`config.mk`:
```
export PLATFORM = sky130hd
export DESIGN_NAME = iiitb_pwm_gen
export DESIGN_NICKNAME = d
export VERILOG_FILES = /design/src/rtl/iiitb_pwm_pkg.sv /design/src/rtl/iiitb_pwm_debounce.sv /design/src/rtl/iiitb_pwm_gen.sv
export SDC_FILE = /design/constraint.sdc
export NUM_CORES = 1
export LEC_CHECK = 0
export ABC_AREA = 0
export CAP_MARGIN = 25
export CORE_MARGIN = 4
export CORE_UTILIZATION = 35
export DETAILED_ROUTE_END_ITERATION = 10
export RECOVER_POWER = 100
export SYNTH_ARGS = -nofsm -noshare
export SYNTH_HDL_FRONTEND = slang
export SYNTH_HIERARCHICAL = 1
export SYNTH_SLANG_ARGS = --single-unit
```
`constraint.sdc`:
```
create_clock -name clk -period 2.3 [get_ports clk]
set_input_delay 0.575 -clock clk [delete_from_list [all_inputs] [get_ports clk]]
set_output_delay 0.575 -clock clk [all_outputs]
set_load 0.01 [all_outputs]
```
`src/rtl/iiitb_pwm_pkg.sv`:
```
// Shared defaults, width helpers and types for the button-controlled PWM generator.
package iiitb_pwm_pkg;

    localparam int PWM_PERIOD_DEF   = 10;
    localparam int DUTY_INIT_DEF    = 5;
    localparam int DEBOUNCE_DIV_DEF = 4;

    // Duty must represent 0..period inclusive, hence the +1.
    function automatic int duty_width(input int period);
        return $clog2(period + 1);
    endfunction

    function automatic int cnt_width(input int n);
        return (n > 1) ? $clog2(n) : 1;
    endfunction

    localparam int DUTY_W = duty_width(PWM_PERIOD_DEF);

    typedef enum logic [1:0] {
        DUTY_HOLD = 2'd0,
        DUTY_INC  = 2'd1,
        DUTY_DEC  = 2'd2
    } duty_op_e;

endpackage

```
`src/rtl/iiitb_pwm_debounce.sv`:
```
// Tick-sampled two-flop button chain with rising-edge press detection.
module iiitb_pwm_debounce
    import iiitb_pwm_pkg::*;
(
    input  logic clk,
    input  logic reset,
    input  logic tick_i,
    input  logic button_i,
    output logic press_o
);

    logic q1_q, q1_d;
    logic q2_q, q2_d;

    always_comb begin
        q1_d = q1_q;
        q2_d = q2_q;
        if (tick_i) begin
            q1_d = button_i;
            q2_d = q1_q;
        end
    end

    always_ff @(posedge clk) begin
        if (reset) begin
            q1_q <= 1'b0;
            q2_q <= 1'b0;
        end else begin
            q1_q <= q1_d;
            q2_q <= q2_d;
        end
    end

    // Gating with the tick keeps the pulse exactly one clock wide.
    assign press_o = tick_i & q1_q & ~q2_q;

endmodule

```
`src/rtl/iiitb_pwm_gen.sv`:
```
// PWM generator whose duty is stepped up/down by two debounced push buttons.
module iiitb_pwm_gen
    import iiitb_pwm_pkg::*;
#(
    parameter int PWM_PERIOD   = PWM_PERIOD_DEF,
    parameter int DUTY_INIT    = DUTY_INIT_DEF,
    parameter int DEBOUNCE_DIV = DEBOUNCE_DIV_DEF
) (
    input  logic clk,
    input  logic reset,
    input  logic increase_duty,
    input  logic decrease_duty,
    output logic PWM_OUT
);

    localparam int DW = duty_width(PWM_PERIOD);
    localparam int TW = cnt_width(DEBOUNCE_DIV);

    logic [TW-1:0] tick_cnt_q, tick_cnt_d;
    logic          tick;
    logic          inc_press, dec_press;
    duty_op_e      duty_op;
    logic [DW-1:0] duty_q, duty_d;
    logic [DW-1:0] cnt_q, cnt_d;
    logic          pwm_q, pwm_d;

    always_comb begin
        tick       = (tick_cnt_q == TW'(DEBOUNCE_DIV - 1));
        tick_cnt_d = tick ? '0 : tick_cnt_q + TW'(1);
    end

    iiitb_pwm_debounce u_db_inc (
        .clk      (clk),
        .reset    (reset),
        .tick_i   (tick),
        .button_i (increase_duty),
        .press_o  (inc_press)
    );

    iiitb_pwm_debounce u_db_dec (
        .clk      (clk),
        .reset    (reset),
        .tick_i   (tick),
        .button_i (decrease_duty),
        .press_o  (dec_press)
    );

    // Simultaneous presses cancel out.
    always_comb begin
        duty_op = DUTY_HOLD;
        if (inc_press && !dec_press) begin
            duty_op = DUTY_INC;
        end else if (dec_press && !inc_press) begin
            duty_op = DUTY_DEC;
        end
    end

    always_comb begin
        duty_d = duty_q;
        unique case (duty_op)
            DUTY_INC: begin
                if (duty_q != DW'(PWM_PERIOD)) begin
                    duty_d = duty_q + DW'(1);
                end
            end
            DUTY_DEC: begin
                if (duty_q != '0) begin
                    duty_d = duty_q - DW'(1);
                end
            end
            default: duty_d = duty_q;
        endcase
    end

    always_comb begin
        cnt_d = (cnt_q == DW'(PWM_PERIOD - 1)) ? '0 : cnt_q + DW'(1);
        pwm_d = (cnt_q < duty_q);
    end

    always_ff @(posedge clk) begin
        if (reset) begin
            tick_cnt_q <= '0;
            duty_q     <= DW'(DUTY_INIT);
            cnt_q      <= '0;
            pwm_q      <= 1'b0;
        end else begin
            tick_cnt_q <= tick_cnt_d;
            duty_q     <= duty_d;
            cnt_q      <= cnt_d;
            pwm_q      <= pwm_d;
        end
    end

    assign PWM_OUT = pwm_q;

endmodule

```
* Yosys cells after proc, flatten, opt, wreduce, memory -nomap -nowiden
Index checks and enable logic that the tools add are counted.
** Word-level totals
- Flip-flop bits (word level) :: 15
- Input bits :: 4
- Output and inout port bits :: 1
- Logic and storage cells :: 40
** Cells by class
- Add/subtract/negate cells :: 4
- Magnitude comparators :: 1
- Eq/ne operators :: 7
- Mux-type cells :: 5
- Bitwise gates (word level) :: 6
- Reductions and logical operators :: 9
** Operators with widths (count)
- adder 4 x 1 -> 4 bit (second input constant) :: 2
- 2-to-1 mux 4 bit :: 2
- case mux 4 bit (2 select lines) :: 1
- bitwise AND 1 bit :: 4
- == test 2 bit (second input constant) :: 2
- == test 4 bit (second input constant) :: 1
- less-than comparator 4 bit :: 1
- 2-to-1 mux 2 bit :: 2
- inequality test 2 bit (second input constant) :: 2
- inequality test 4 bit (second input constant) :: 1
- nonzero test 4 bit :: 1
- OR reduction 2 bit :: 2
- subtractor 4 x 1 -> 4 bit (second input constant) :: 1
- AND reduction 3 bit :: 1
- adder 2 x 1 -> 2 bit (second input constant) :: 1
- == test 2 x 1 -> 1 bit (second input constant) :: 1
- logical AND 1 bit :: 2
- zero test 1 bit :: 2
- inverter 1 bit :: 2
- nonzero test 2 bit :: 1

* Longest topological paths before layout
Gate-level depths: netlist of run 1.
- Depth after elaboration :: 10
- Mapped depth :: 11
- Depth with buffers taken out :: 11

* By module
The synthesis of run 1 kept the hierarchy.
** By module, submodules not included
- iiitb_pwm_gen :: instances 1, cells an instance 72, area each 656.9 um^2, seq. area each 220.2 um^2
- iiitb_pwm_debounce :: instances 2, cells an instance 8, area each 76.3 um^2, seq. area each 40.0 um^2

* Worst setup path after synthesis of run 1
No wires, ideal clock.
- Path type :: register to register
- Start :: reg tick_cnt_q[0]
- End :: reg duty_q[2]
- Setup time :: 0.122 ns
- Data arrival time :: 2.146 ns
- Data required time :: 2.178 ns
- Slack :: 0.032 ns
- Stages on the path, launching flop included :: 9
- Path buffers :: 0
- Clock period less this slack :: 2.268 ns
- Cell sequence :: dfxtp_1 ha_1 nand2_1 nor2_1 ha_1 or3b_1 a211oi_2 nor2_1 a311o_1
** Between the ends
- Elaborated cells between the ends (all ways) :: 18
- Those cells by class :: 5 x eq/ne; 3 x mux; 4 x bitwise; 6 x reduce/logical
** RTL lines
- from (decl) :: RTL line iiitb_pwm_gen.sv:19 : logic [TW-1:0] tick_cnt_q, tick_cnt_d;
- from (signal assigned) :: RTL line iiitb_pwm_gen.sv:87 : tick_cnt_q <= tick_cnt_d;
- == test 2 bit * :: RTL line iiitb_pwm_gen.sv:28 : tick = (tick_cnt_q == TW'(DEBOUNCE_DIV - 1));
- net tick :: RTL line iiitb_pwm_gen.sv:20 : logic tick;
- bitwise AND 1 bit * (2 in a row) :: RTL line iiitb_pwm_debounce.sv:35 : assign press_o = tick_i & q1_q & ~q2_q;
- net dec_press :: RTL line iiitb_pwm_gen.sv:21 : logic inc_press, dec_press;
- logical AND 1 bit / zero test 1 bit (equally long branches) :: RTL line iiitb_pwm_gen.sv:53, iiitb_pwm_gen.sv:51
- 2-to-1 mux 2 bit / logical AND 1 bit (equally long branches) :: RTL line iiitb_pwm_gen.sv:53, iiitb_pwm_gen.sv:51
- 2-to-1 mux 2 bit * :: RTL line iiitb_pwm_gen.sv:51 : if (inc_press && !dec_press) begin
- == test 2 bit / == test 2 x 1 -> 1 bit (equally long branches) :: RTL line iiitb_pwm_gen.sv:60 : unique case (duty_op)
- inequality test 2 bit (no source line) / nonzero test 2 bit (equally long branches)
- AND reduction 3 bit (no source line)
- to (signal assigned) :: RTL line iiitb_pwm_gen.sv:83 : duty_q <= DW'(DUTY_INIT);
- to (signal assigned) :: RTL line iiitb_pwm_gen.sv:88 : duty_q <= duty_d;
- to (decl) :: RTL line iiitb_pwm_gen.sv:23 : logic [DW-1:0] duty_q, duty_d;
The timed path passes the listed nets; every way through them passes the cells marked *.
A chain may end at the register's enable or synchronous reset.

* Worst setup path after layout of run 1
- Start :: reg tick_cnt_q[0]
- End :: reg duty_q[0]
** Between the ends
- Longest elaborated chain between the ends :: 10
- Elaborated cells between the ends (all ways) :: 18
- Those cells by class :: 5 x eq/ne; 3 x mux; 4 x bitwise; 6 x reduce/logical
** RTL lines
- == test 2 bit * :: RTL line iiitb_pwm_gen.sv:28
- net tick :: RTL line iiitb_pwm_gen.sv:20
- bitwise AND 1 bit * (2 in a row) :: RTL line iiitb_pwm_debounce.sv:35
- net inc_press :: RTL line iiitb_pwm_gen.sv:21
- zero test 1 bit :: RTL line iiitb_pwm_gen.sv:53 : end else if (dec_press && !inc_press) begin
- logical AND 1 bit :: RTL line iiitb_pwm_gen.sv:53
- 2-to-1 mux 2 bit :: RTL line iiitb_pwm_gen.sv:53
- 2-to-1 mux 2 bit * :: RTL line iiitb_pwm_gen.sv:51
- == test 2 bit / == test 2 x 1 -> 1 bit (equally long branches) :: RTL line iiitb_pwm_gen.sv:60
- inequality test 2 bit (no source line) / nonzero test 2 bit (equally long branches)
- AND reduction 3 bit (no source line)
Marks and branches as above.

==> run summary, run 1 <==
The cell area that synthesis handed to floorplanning was 810 sq um. STA classifies the critical path endpoint as a flip-flop. The commonest cells after synthesis are 15 x sky130_fd_sc_hd__dfxtp_1, 10 x sky130_fd_sc_hd__ha_1, 10 x sky130_fd_sc_hd__nor2_1, 7 x sky130_fd_sc_hd__inv_1, 5 x sky130_fd_sc_hd__nand2b_1. Before antenna repair, the detailed router went through 4 iterations. The number of flip-flops and latches in the synthesized netlist works out to 15. The number of flops mapped to enable cells by yosys was 0. The worst register-to-register path ends at duty_q[0]$_SDFFE_PP1P_.

For this run, the top clock speed supported by timing is 0.466 GHz. The detail route stage leaves a number of antenna-violating nets equal to 0. The sort of element at the start of the critical path is a flip-flop.

The filler cells instantiated in the layout total 227. The tools report the worst hold path endpoint as tick_cnt_q[0]$_SDFF_PP0_. TritonCTS built the clock tree. The final critical path takes up 93.3% of the cycle. After detailed routing, the wire length on met1 is 691 um. Counting flops with an async set or reset pin after synthesis yields a share of 0%. The congestion estimate from routability-driven global placement came to 0.727.

The maximum net fanout on the critical path works out to 5. The flow ran to the end, and the final reports show no timing, DRC or antenna violations. The clock period minus worst slack works out to 2150 ps. The wire length per cell was 10.6 um; the net count of the mapped netlist was 102.

The count of final hold-check violations came out at 0. The cell depth of the worst min-delay path is 1, and the number of library cell types mapped by synthesis is 29. Yosys printed 6 warnings. The measured slew at the worst slew-check pin is 372 ps. The number of setup buffers added after CTS is 0. For this configuration, the core starts out at a cell density of 36.6%. The run gives 2 as the maximum buffer depth of the clock tree.

The number of antenna violations at the first check in global routing is 0, and the number of CTS-inserted buffers is 3. The area enclosed by the die boundary was 3150 sq um. The logs give 15 for the clock net sink count and 2380 um for the first-pass GRT wire length. 5 I/O pins were placed. Leading cell type by number of instances after synthesis: sky130_fd_sc_hd__dfxtp_1.

The vertical die dimension was 56.1 um. The top layer reached by signal wires is met4. For this run the aggregate overflow at the end of global routing stands at 0.

Setup repair after global routing left no endpoint under its margin. The logs give 280 ps for the clock latency of the later-clocked register in the worst-skew pair and 0 for the number of violations of the max-capacitance limit. The post-route netlist has 17.2% of its cells at a drive strength greater than 1. The top-area cell type share of the netlist area is 37.1%, and the number of nets in the layout is 114. The register-to-register setup slack is 150 ps, and the mean area per synthesized cell is 9.20 sq um. The run gives 1 as the count of H-tree levels built during CTS. The worst setup skew after layout came out at 5.18 ps. The logs give 538 for the via count of the first global-routing pass and 7 for the DRC marker count from the first detailed-route iteration. The biggest area contributor in the post-synthesis netlist is sky130_fd_sc_hd__dfxtp_1.

The number of instances in the synthesized netlist is 88. Power spread over the standard cell area amounts to 496 nW/um^2. The reg-to-reg startpoint is tick_cnt_q[0]$_SDFF_PP0_. The run gives 37.1% as the sequential fraction of the synthesis area.

The logs give 75.2% for the headroom to the max-slew limit and 2320 ps for the arrival time of the worst setup path. The tools report the required time reported for the critical path endpoint as 2470 ps. The number of vias per cell is 4.72, and the leakage power is 0.382 nW. After clock tree synthesis, the clock-pin slew on the worst setup and hold paths is 90 ps. Once layout is complete, the utilization of the core stands at 43.4%. The final layout contains routed wiring with a total length of 1350 um. The wire length on met2 was 585 um; the highest ir drop seen on vdd was 0.000343 V.

The floorplan has 17 rows. The total count of max-transition violations in the final report was 0; the detailed-placement wirelength estimate was 1050 um. The floorplan core area is 2210 sq um, and the largest net degree at the start of global routing is 10.

The buffer type at the clock tree root was sky130_fd_sc_hd__clkbuf_4. The startpoint identified for the worst hold timing path is tick_cnt_q[0]$_SDFF_PP0_. Measured in cells, the most critical reg-to-reg path has a length of 10.

The routed design uses 58 um of met3 wire. From synthesis to final layout, the design area changed by 18.7%. For the minimum hold slack, the log shows 441 ps. The total global-route track usage was 9.58%; the port buffer count was 4. After synthesis, the cell types taking the most area are sky130_fd_sc_hd__dfxtp_1 37%, sky130_fd_sc_hd__ha_1 15%, sky130_fd_sc_hd__nor2_1 4.6%. The final number of setup-violating endpoints was 0. The number of remaining DRC errors was 0; the final antenna diode count was 0. The floorplan die width was 56.1 um; the vias after detailed routing was 600. The worst hold path belongs to the class reg -> reg.

Among all flip-flop cells after synthesis, the most frequent one is sky130_fd_sc_hd__dfxtp_1. The critical path is of the reg -> reg type.
[critical path, cell delays in order, from the launching register on]
cell and delay, ps:
sky130_fd_sc_hd__dfxtp_2 340, sky130_fd_sc_hd__ha_4 170, sky130_fd_sc_hd__nand2_1 110, sky130_fd_sc_hd__nor2_2 50, sky130_fd_sc_hd__inv_1 70, sky130_fd_sc_hd__ha_2 210, sky130_fd_sc_hd__or3b_4 400, sky130_fd_sc_hd__a211oi_4 280
sky130_fd_sc_hd__buf_4 160, sky130_fd_sc_hd__nor3_1 40, sky130_fd_sc_hd__a211o_1 230
[per-stage QoR]
| stage | power, mW | setup TNS, ps | setup WS, ps | area [sq um] | instances |
|---|---|---|---|---|---|
| floorplan | 0.317 | 0 | 31.9 | 810 | 88 |
| global placement | 0.334 | 0 | 46.1 | 907 | 123 |
| detailed placement | 0.336 | -13.4 | -13.4 | 907 | 123 |
| CTS | 0.486 | 0 | 9.84 | 936 | 127 |
| global route | 0.512 | 0 | 10.3 | 961 | 127 |
| finish | 0.477 | 0 | 153 | 961 | 127 |
[placed cells by master, fill, tap and decap left out, drive strengths merged, types with 3 or more instances in the layout]
master | Yosys | layout
buf | 1 | 4
clkbuf | 1 | 5
a21oi | 6 | 6
inv | 7 | 7
nor2 | 10 | 10
o21ai | 3 | 3
nand2b | 5 | 5
a211oi | 3 | 3
nand2 | 3 | 3
nand3 | 4 | 4
ha | 10 | 10
dfxtp | 15 | 15
[layout make-up]
cell class | instances | area [sq um] | area share, %
repair buffers | 9 | 73.8 | 7.68
multi-input cells | 64 | 498 | 51.8
inverters | 7 | 26.3 | 2.73
flip-flops and latches | 15 | 302 | 31.4
well taps | 28 | 35.0 | 3.65
clock buffers | 4 | 26.3 | 2.73
[where the power goes]
part	total [mW]	leakage [nW]	internal (mW)	switching (mW)
Combinational	0.0494	0.245	0.0285	0.0209
Sequential	0.283	0.123	0.272	0.0107
Clock	0.144	0.0150	0.0672	0.0772
Total	0.477	0.382	0.368	0.109
[per-layer routing]
layer,track usage (%),vias to the layer above
met5,0,-
met1,12.1,265
li1,-,324
met4,2.03,0
met3,4.87,2
met2,14.5,9
[registers in the layout (all words and copies together), names as in the netlist]
signal / flops
cnt_q: 4
duty_q: 4
u_db_dec/q2_q: 1
u_db_dec/q1_q: 1
u_db_inc/q2_q: 1
PWM_OUT: 1
tick_cnt_q: 2
u_db_inc/q1_q: 1
[how the worst max path moves through the flow]
stage	from	end	slack, ps	depth (start not counted)
CTS	tick_cnt_q[0]$_SDFF_PP0_	duty_q[2]$_SDFFE_PP1P_	10	11
finish	tick_cnt_q[0]$_SDFF_PP0_	duty_q[0]$_SDFFE_PP1P_	150	10
detailed placement	tick_cnt_q[0]$_SDFF_PP0_	duty_q[2]$_SDFFE_PP1P_	-10	11
floorplan	tick_cnt_q[0]$_SDFF_PP0_	duty_q[2]$_SDFFE_PP1P_	30	8
global placement	tick_cnt_q[0]$_SDFF_PP0_	duty_q[2]$_SDFFE_PP1P_	50	11
global route	tick_cnt_q[1]$_SDFF_PP0_	duty_q[0]$_SDFFE_PP1P_	10	9
[cells by family (layout without fill, tap and decap cells)]
group                      Yosys count  count (layout)  synth area share, %
xor gates and xnor gates             2               2                 2.16
buffers and inverters                9              20                 5.10
DFF                                 15              15                 37.1
AOI/OAI and AO/OA                   18              18                 15.9
muxes                                3               3                 3.86
adders and majority gates           10              10                 15.5
and+or+nand+nor                     31              31                 20.4
[repair_timing]
action                     in CTS  in global routing
setup endpoints to repair       1                  4
resized for setup               1                  7
pin swaps                       0                  2
hold buffers                    0                  0
Note: power is estimated with default switching activity, not from simulation.
==> run 2: changes to the inputs <==
--- a/config.mk
+++ b/config.mk
@@ -13,5 +13,4 @@
 export RECOVER_POWER = 100
 export SYNTH_ARGS = -nofsm -noshare
 export SYNTH_HDL_FRONTEND = slang
-export SYNTH_HIERARCHICAL = 1
 export SYNTH_SLANG_ARGS = --single-unit
==> run 2 against run 1 <==
Power increased by 3.6%. Combinational power increased by 4.5%. Flip-flop and latch count unchanged. Die area increased by 1.7%. Clock power increased by 9.7%. Register-to-register slack about the same. Fmax decreased by 0.30%. Critical endpoint is now duty_q[2]$_SDFFE_PP1P_. Largest power group unchanged.
==> run summary, run 2 <==
The maximum buffer depth of the clock tree was 2 (unchanged); the depth of the most critical reg-to-reg path was 11 (+1). The top cell types in the final layout, fill and taps aside, are 13 x sky130_fd_sc_hd__dfxtp_1, 7 x sky130_fd_sc_hd__nor2_1, 7 x sky130_fd_sc_hd__ha_1. For the count of hold buffers inserted by post-cts repair, the log shows 0 (unchanged).

The net count of the mapped netlist is 101 (-0.98%), and the port buffer count is 4 (unchanged). Setup repair after global routing left no endpoint under its margin. The most numerous cell type found on the critical path is sky130_fd_sc_hd__ha_4.

Wire length per cell: 11.4 um (+7.1%). Overflow left after global routing: 0 (unchanged). The tools report the number of rows in the core area as 17 (unchanged). The CTS clock-pin slew for the worst setup and hold paths came out at 90 ps (about the same). For the clock latency of the later-clocked register in the worst-skew pair, the log shows 290 ps (about the same).

The number of remaining DRC errors is 0 (unchanged), and the leakage power is 0.376 nW (-1.7%). The internal power component was 0.371 mW (+0.75%). The longest individual stage delay on the worst path is 530 ps (+130 ps), and the number of antenna violations at the first check in global routing is 0 (unchanged).

Among cell families on the critical path, the largest total delay comes from simple AND/OR/NAND/NOR gates. The floorplan die width was 56.6 um (+0.86%). The path with the worst hold slack has its endpoint at tick_cnt_q[0]$_SDFF_PP0_. TritonCTS built the clock tree. Total count of max-transition violations in the final report: 0 (unchanged). Leading cell type by number of instances after synthesis: sky130_fd_sc_hd__dfxtp_1. Of all cell types, the one taking the most synthesized area is sky130_fd_sc_hd__dfxtp_1. The cell depth of the worst min-delay path is 1 (unchanged), and the proportion of layout cells with a drive suffix above 1 is 22.9% (+5.7 points). The number of setup buffers added after CTS was 0 (unchanged); the switching share of total power was 24.9% (+2.1 points). Post-route cell area: 978 sq um (+1.8%). The tools report the worst setup skew after layout as 0.805 ps (-4.37 ps). The run gives 915 sq um (+0.83%) as the placed instance area.

The logs give 2420 um (+1.5%) for the first-pass GRT wire length and 0.000321 V (-6.4%) for the highest ir drop seen on vdd. The number of cells in the design after placement was 120 (-2.4%); the clock network fraction of total power was 31.9% (+1.6 points). The flow ran to the end, and the final reports show no timing, DRC or antenna violations. The sequential fraction of the synthesis area was 36.4% (-0.73 points); the final-layout setup total negative slack was 0 ps (unchanged). The clock period minus worst slack works out to 2150 ps (+6.46 ps). By count the netlist is led by 15 x sky130_fd_sc_hd__dfxtp_1, 10 x sky130_fd_sc_hd__ha_1, 8 x sky130_fd_sc_hd__nor2_1, 6 x sky130_fd_sc_hd__inv_1. The measured slew at the worst slew-check pin was 367 ps (-4.90 ps). The count of H-tree levels built during CTS is 1 (unchanged). The largest registers in the layout are cnt_q (4), duty_q (4), tick_cnt_q (2). The tools report the terminus of the critical flop-to-flop path as duty_q[2]$_SDFFE_PP1P_. The mean area per synthesized cell came out at 9.49 sq um (+3.2%). The detailed-placement wirelength estimate is 1030 um (-2.1%). The logs give 229 (+0.88%) for the count of fill cells added during filler insertion and 87 (-1.1%) for the number of instances in the synthesized netlist.

The final standard cell count with taps included and fillers excluded came out at 124 (-2.4%). Walking the worst path, the cells encountered are ha_4 -> nand2_1 -> nor2_2 -> inv_2 -> ha_4 -> xor2_2 -> ha_2 -> a21oi_2 -> xor2_1 -> or4_2 -> nand3b_1. The detailed-routing iteration count for the pre-antenna-repair pass was 4 (unchanged). Required time reported for the critical path endpoint: 2540 ps (+70 ps). Total power divided by cell area: 505 nW/um^2 (+1.7%). The number of flip-flops and latches in the synthesized netlist is 15 (unchanged). The worst setup path is captured at a flip-flop. The tools report the worst min-delay path startpoint as tick_cnt_q[0]$_SDFF_PP0_.

Achievable frequency: 0.464 GHz (-0.30%). For the detailed-route wire length, the log shows 1410 um (+4.5%). Ratio of final minimum period to clock period: 93.6% (+0.28 points). STA classifies the critical path startpoint as a flip-flop. The number of CTS-inserted buffers is 3 (unchanged), and the top-area cell type share of the netlist area is 36.4% (-0.73 points).

The final antenna diode count was 0 (unchanged); the register-to-register setup slack was 150 ps (about the same). Total area of multi-input combinational cells: 526 sq um (+5.5%). The path type of the worst setup path was reg -> reg. By area the synthesized netlist is led by sky130_fd_sc_hd__dfxtp_1 36%, sky130_fd_sc_hd__ha_1 15%, sky130_fd_sc_hd__mux2i_1 3.6%.

The share of async-settable or async-resettable flops after synthesis was 0% (unchanged). The class of the tightest hold or removal check was reg -> reg. The buffer type at the clock tree root was sky130_fd_sc_hd__clkbuf_4.

The reported net switching power came out at 0.123 mW (+13%). The tools report the total global-route track usage as 9.85% (+0.27 points). The number of library cell types mapped by synthesis was 28 (-3.4%); the maximum net fanout on the critical path was 4 (-1). The headroom to the max-slew limit was 75.5% (+0.33 points); the area added between synthesis and finish was 18.5%. Vias after detailed routing: 621 (+3.5%). The logs give 0 (unchanged) for the count of final hold-check violations and 5 (unchanged) for the total I/O pin count. For the final number of setup-violating endpoints, the log shows 0 (unchanged). The tools report the count of nets left with antenna violations after detail routing as 0 (unchanged). The number of violations of the max-capacitance limit is 0 (unchanged). For the synthesized area, the log shows 826 sq um (+2.0%). The run gives 10 (unchanged) as the largest net degree at the start of global routing.

For the register area, the log shows 303 sq um (+0.41%). The startpoint identified for the worst register-to-register timing path is tick_cnt_q[0]$_SDFF_PP0_. The library cell used most frequently in the layout, excluding fill and tap cells, is sky130_fd_sc_hd__dfxtp_1. The tools report the area enclosed by the die boundary as 3200 sq um (+1.7%). The combined buffer and inverter count along the critical path was 1 (-1). The number of vias per cell came out at 5.01 (+6.0%).

The total number of yosys warnings is 0 (-6), and the floorplan core area is 2230 sq um (+0.96%). For the arrival time of the worst setup path, the log shows 2390 ps (+70 ps). The tools report the global placement routability congestion as 0.750 (+3.3%). For the number of nets in the layout, the log shows 111 (-2.6%). The most instantiated flip-flop cell in the synthesis netlist was sky130_fd_sc_hd__dfxtp_1. The portion of total power attributed to sequential cells was 57.6% (-1.7 points). The number of flops mapped to enable cells by yosys was 0 (unchanged). The worst-path cell with the longest stage delay is sky130_fd_sc_hd__or4_2. The utilization of the core after routing was 43.8% (+0.37 points). The DRC marker count from the first detailed-route iteration is 8 (+1).

The tools report the clock net sink count as 15 (unchanged). Portion of total power attributed to combinational logic: 10.4% (about the same). The starting utilization of the core area is 37.0% (+0.38 points). The vertical die dimension is 56.6 um (+0.86%).

The via count of the first global-routing pass came out at 566 (+5.2%).
[run 2: routing by layer]
| layer | vias to the layer above | track usage (%) | wire length [um] |
|---|---|---|---|
| met5 | - | 0 | 0 |
| met4 | 0 | 6.10 | 36 |
| met3 | 3 | 2.76 | 56 |
| met2 | 12 | 14.7 | 622 |
| met1 | 287 | 12.4 | 694 |
| li1 | 319 | - | - |
[run 2: what timing repair did]
| action | in CTS | in global routing |
|---|---|---|
| cloned | 0 | 0 |
| gates resized for setup | 2 | 8 |
| pin swaps | 0 | 2 |
| setup endpoints to repair | 1 | 2 |
[run 2: power by group through the flow]
stage	clock network (mW)	logic (mW)	registers, mW
floorplan	0	0.0330	0.285
global placement	0	0.0495	0.287
detailed placement	0	0.0510	0.287
CTS	0.167	0.0518	0.282
global route	0.178	0.0608	0.286
finish	0.158	0.0516	0.285
[run 2: logic make-up after synthesis]
kind of cell	Yosys count	share of synthesized area, %
adder cells (fa/ha/maj)	10	15.2
flip-flops	15	36.4
multiplexers	4	5.45
buffers and inverters	9	5.00
AND/OR/NAND/NOR	32	22.4
XOR/XNOR	2	2.12
AO/OA/AOI/OAI	15	13.5
[run 2: cell type report]
class | instances | area share [%]
inverters | 6 | 2.30
multi-input cells | 63 | 53.7
well taps | 28 | 3.58
clock buffers | 4 | 2.69
repair buffers | 8 | 6.78
flip-flops and latches | 15 | 30.9
[run 2: per-stage QoR]
step	setup WS (ps)	hold WS, ps	total power [mW]
floorplan	25.3	404	0.318
global placement	96.1	413	0.337
detailed placement	5.58	422	0.338
CTS	23.9	445	0.500
global route	7.44	448	0.526
finish	147	443	0.494
[run 2: how the worst max path moves through the flow]
| stage | end | slack [ps] | depth (start not counted) | startpoint |
|---|---|---|---|---|
| 3_3_place_gp | duty_q[2]$_SDFFE_PP1P_ | 100 | 11 | tick_cnt_q[0]$_SDFF_PP0_ |
| 2_1_floorplan | duty_q[2]$_SDFFE_PP1P_ | 30 | 12 | tick_cnt_q[0]$_SDFF_PP0_ |
| 4_1_cts | duty_q[2]$_SDFFE_PP1P_ | 20 | 11 | tick_cnt_q[0]$_SDFF_PP0_ |
| 6_report | duty_q[2]$_SDFFE_PP1P_ | 150 | 11 | tick_cnt_q[0]$_SDFF_PP0_ |
| 5_1_grt | duty_q[2]$_SDFFE_PP1P_ | 7 | 11 | tick_cnt_q[0]$_SDFF_PP0_ |
| 3_5_place_dp | duty_q[2]$_SDFFE_PP1P_ | 6 | 11 | tick_cnt_q[0]$_SDFF_PP0_ |
==> patch 1 (flow settings as in run 1) <==
Change the package constant `PWM_PERIOD_DEF` from 10 to 20.
--- a/src/rtl/iiitb_pwm_pkg.sv
+++ b/src/rtl/iiitb_pwm_pkg.sv
@@ -1,7 +1,7 @@
 // Shared defaults, width helpers and types for the button-controlled PWM generator.
 package iiitb_pwm_pkg;
 
-    localparam int PWM_PERIOD_DEF   = 10;
+    localparam int PWM_PERIOD_DEF   = 20;
     localparam int DUTY_INIT_DEF    = 5;
     localparam int DEBOUNCE_DIV_DEF = 4;
 
Formal check against the unedited RTL: same outputs for any inputs over 10 cycles, from zero or initial values and one cycle with reset high; that may be too few to reach the edited logic, so the function may still have changed.
==> patch 1 against run 1 <==
- power up 12%
- area after synthesis is 21% higher
- design area up 19%
- setup slack improved by 0.0028 ns
- fmax up 0.13%
- sequential cell count grew 2
- wire length is 26% higher
- critical path type unchanged
- critical endpoint is now duty_q[4]$_SDFFE_PP0P_
- largest cell class unchanged
==> patch 1: results <==
{
  "drive_gt1_frac": 0.227,
  "peakVddDrop_uv": 308,
  "synth-seq-area-share": 0.348,
  "min_period_ns": 2.14,
  "fill_cells": 266,
  "fin_nets": 135,
  "p_leak_nw": 0.451,
  "status": "finished, final reports clean",
  "clk_pin_slew_ns": 0.10,
  "hpwlAfterDp_mm": 1.24,
  "antenna_found_initial": 0,
  "yosys-top-cells-count": "dfxtp_1, nor2_1, ha_1, inv_1, nand2_1",
  "syn_area_per_cell_um2": 8.98,
  "synth_nets": 124,
  "clock_skew_ns": 0.00297,
  "reg_top3": "cnt_q: 5 flops, duty_q: 5 flops, tick_cnt_q: 2 flops",
  "dp.cells": 145,
  "ff2ff_path_depth": 11,
  "synth_xor_area_frac": 0.0537,
  "timing.rr.end": "duty_q[4]$_SDFFE_PP0P_",
  "yosysUniqueCellTypes": 33,
  "vias": 742,
  "drtIter0Drc": 10,
  "grt_pass1_wl_mm": 2.95,
  "place_ws_ns": 0.00104,
  "slowest_stage": "dfxtp_2",
  "wl_mm": 1.70,
  "placed_cell_area_mm2": 0.00110,
  "synth_fa_ha_area_frac": 0.141,
  "grt_util_all_layers": 0.109,
  "worst_slew_pin_slew_ns": 0.401,
  "grt_max_degree": 12,
  "avgViaCountPerCell": 4.98,
  "endpoint": "duty_q[4]$_SDFFE_PP0P_",
  "grt_pass1_vias": 707,
  "hold_depth": 1,
  "synth_mux_area_frac": 0.0358,
  "synth-compound-area-share": 0.192,
  "cpPeakStageDelay_ns": 0.36
}
[patch 1: changes by cell type after synthesis, moves of 2 or more]
cell,change
nand3b_1,-2
inv_1,+4
nor3_1,+2
nor2_1,+2
xnor2_1,+4
nand2_1,+5
nand3_1,-2
dfxtp_1,+2
[patch 1: per-layer routing]
| metal | wire, um | vias up | global-route usage |
|---|---|---|---|
| met5 | 0 | - | 0 |
| li1 | - | 393 | - |
| met4 | 19 | 0 | 0.0650 |
| met2 | 808 | 6 | 0.163 |
| met3 | 31 | 2 | 0.0255 |
| met1 | 841 | 341 | 0.142 |
[patch 1: worst register-to-register path, stage by stage, from the launching register on]
cell and delay [ns]:
dfxtp_2 0.36, ha_4 0.16, nand2_2 0.07, nor2_2 0.14, inv_2 0.07, ha_4 0.17
xor2_1 0.14, ha_2 0.19, o211a_1 0.22, o21ai_2 0.15, a21boi_2 0.07, mux2_4 0.30
[patch 1: final cells by class]
type / instances / area, um^2 / area share
timing repair buffer: 8 / 66.3 / 0.0578
tap: 30 / 37.5 / 0.0327
multi-input combinational: 79 / 633 / 0.552
sequential: 17 / 343 / 0.299
clock buffer: 4 / 26.3 / 0.0229
inverter: 11 / 41.3 / 0.0360
[patch 1: where the power goes]
part           leakage [nW]  switching [mW]  internal (mW)
clock                0.0150          0.0939         0.0674
sequential            0.139          0.0110          0.308
combinational         0.297          0.0235         0.0303
total                 0.451           0.128          0.405
[patch 1: stage by stage]
| stage | utilization | TNS [ns] | hold slack [ns] |
|---|---|---|---|
| finish | 0.447 | 0 | 0.437 |
| floorplan | - | 0 | 0.425 |
| global placement | 0.427 | 0 | 0.439 |
| CTS | 0.438 | 0 | 0.451 |
| detailed placement | 0.427 | 0 | 0.450 |
| global route | 0.447 | -0.0100 | 0.471 |
==> patch 2 (config.mk and constraints of run 1) <==
Without the edit above. The output `PWM_OUT` loses its register stage (`pwm_q` becomes a continuous assignment).
--- a/src/rtl/iiitb_pwm_gen.sv
+++ b/src/rtl/iiitb_pwm_gen.sv
@@ -82,14 +82,14 @@
             tick_cnt_q <= '0;
             duty_q     <= DW'(DUTY_INIT);
             cnt_q      <= '0;
-            pwm_q      <= 1'b0;
         end else begin
             tick_cnt_q <= tick_cnt_d;
             duty_q     <= duty_d;
             cnt_q      <= cnt_d;
-            pwm_q      <= pwm_d;
         end
     end
+
+    assign pwm_q = pwm_d;
 
     assign PWM_OUT = pwm_q;
 
Check against the original RTL: not equivalent (Yosys sat finds a counterexample within 4 cycles, from zero or initial values and one cycle with reset high).
==> patch 2 against run 1 <==
- power shrank 5.3%
- area after synthesis down 1.1%
- setup slack worse by 0.020 ns
- critical path depth down 2
- design area is 3.9% higher
- wire length rose by 7.7%
- sequential cell count is 1 lower
- combinational power down 2%
- critical path type unchanged
- largest cell class unchanged
- largest power group unchanged
- highest routed layer unchanged
==> patch 2: results <==
{
  "holdBufCountCts": 0,
  "synth_nets": 99,
  "synth-seq-area-share": 0.350,
  "p_leak_nw": 0.394,
  "routedWlPerCell_um": 11.3,
  "avgViaCountPerCell": 4.86,
  "synth.area.top_cells": "dfxtp_1, ha_1, nor2_1",
  "grt_util_all_layers": 0.106,
  "status": "finished, final reports clean",
  "fin_nets": 117,
  "endpoint": "duty_q[3]$_SDFFE_PP0P_",
  "yosys-top-cells-count": "dfxtp_1, ha_1, nor2_1",
  "grt_max_degree": 10,
  "critical_path.top_delay_family": "simple AND/OR/NAND/NOR gates",
  "fmax_ghz": 0.462,
  "drive_gt1_frac": 0.317,
  "multi_input_area_um2": 531,
  "ff2ff_setup_slack_ns": 0.13,
  "cp.arrival_ns": 2.34,
  "cts_buffers": 3,
  "ff2ff_path_depth": 8,
  "fin_tns_setup_ns": 0,
  "drtPass1Iterations": 2,
  "cts-root-buf": "clkbuf_4",
  "holdWs_ns": 0.444,
  "overflow": 0,
  "start_kind": "flop",
  "cpPeakStageDelay_ns": 0.38,
  "yosysUniqueCellTypes": 31,
  "hpwlAfterDp_mm": 1.11,
  "drtIter0Drc": 12,
  "fill_cells": 214,
  "clock_skew_ns": 0.00238,
  "placed_cell_area_um2": 960,
  "antenna_cells": 0,
  "place_ws_ns": -0.0270,
  "gp_routability_congestion": 0.742,
  "peakVddDrop_uv": 279,
  "grt_pass1_wl_mm": 2.64,
  "cts.htree.levels": 1,
  "grt_pass1_vias": 618,
  "slew_headroom": 0.698,
  "hold_depth": 1
}
## patch 2: final cells by class
class / count / area share
multi-input combinational: 64 / 0.531
sequential: 14 / 0.282
tap: 28 / 0.0351
clock buffer: 3 / 0.0226
timing repair buffer: 14 / 0.107
inverter: 6 / 0.0226
## patch 2: repair_timing
action | in CTS | in global routing
pin swaps | 0 | 2
resized for setup | 3 | 12
endpoints found under the setup margin | 3 | 3
## patch 2: where the power goes
part / total (mW) / internal, mW / switching [mW]
logic: 0.0482 / 0.0275 / 0.0207
registers: 0.264 / 0.254 / 0.0101
clock network: 0.140 / 0.0607 / 0.0789
total: 0.452 / 0.342 / 0.110
## patch 2: per-layer routing
metal  global-route usage  share of wire  vias to the layer above
met5                    0              0                        -
met1                0.131           0.48                      285
met3               0.0278          0.028                        5
met4               0.0508          0.022                        0
met2                0.169           0.47                        7
li1                     -              -                      330
## patch 2: cells by family (layout without fill, tap and decap cells)
family                   after synthesis  in the layout  synth area share
buffers and inverters                  7             23            0.0328
multiplexers                           3              3            0.0437
AND/OR/NAND/NOR                       32             32             0.227
XOR/XNOR                               2              2            0.0219
AO/OA/AOI/OAI                         17             17             0.169
adder cells (fa/ha/maj)               10             10             0.156
flip-flops                            14             14             0.350
## patch 2: worst register-to-register path, cell delays in order, from the launching register on
cell	delay, ns
dfxtp_2	0.36
ha_4	0.15
nand2_1	0.11
nor2_4	0.13
ha_4	0.16
or3b_4	0.38
a211oi_2	0.38
a211oi_2	0.08
mux2_4	0.30
## patch 2: per-stage QoR
step                      total power [mW]  cells
after floorplan                      0.301     85
after global placement               0.317    126
after detailed placement             0.319    126
after CTS                            0.460    129
after global routing                 0.482    129
final                                0.452    129
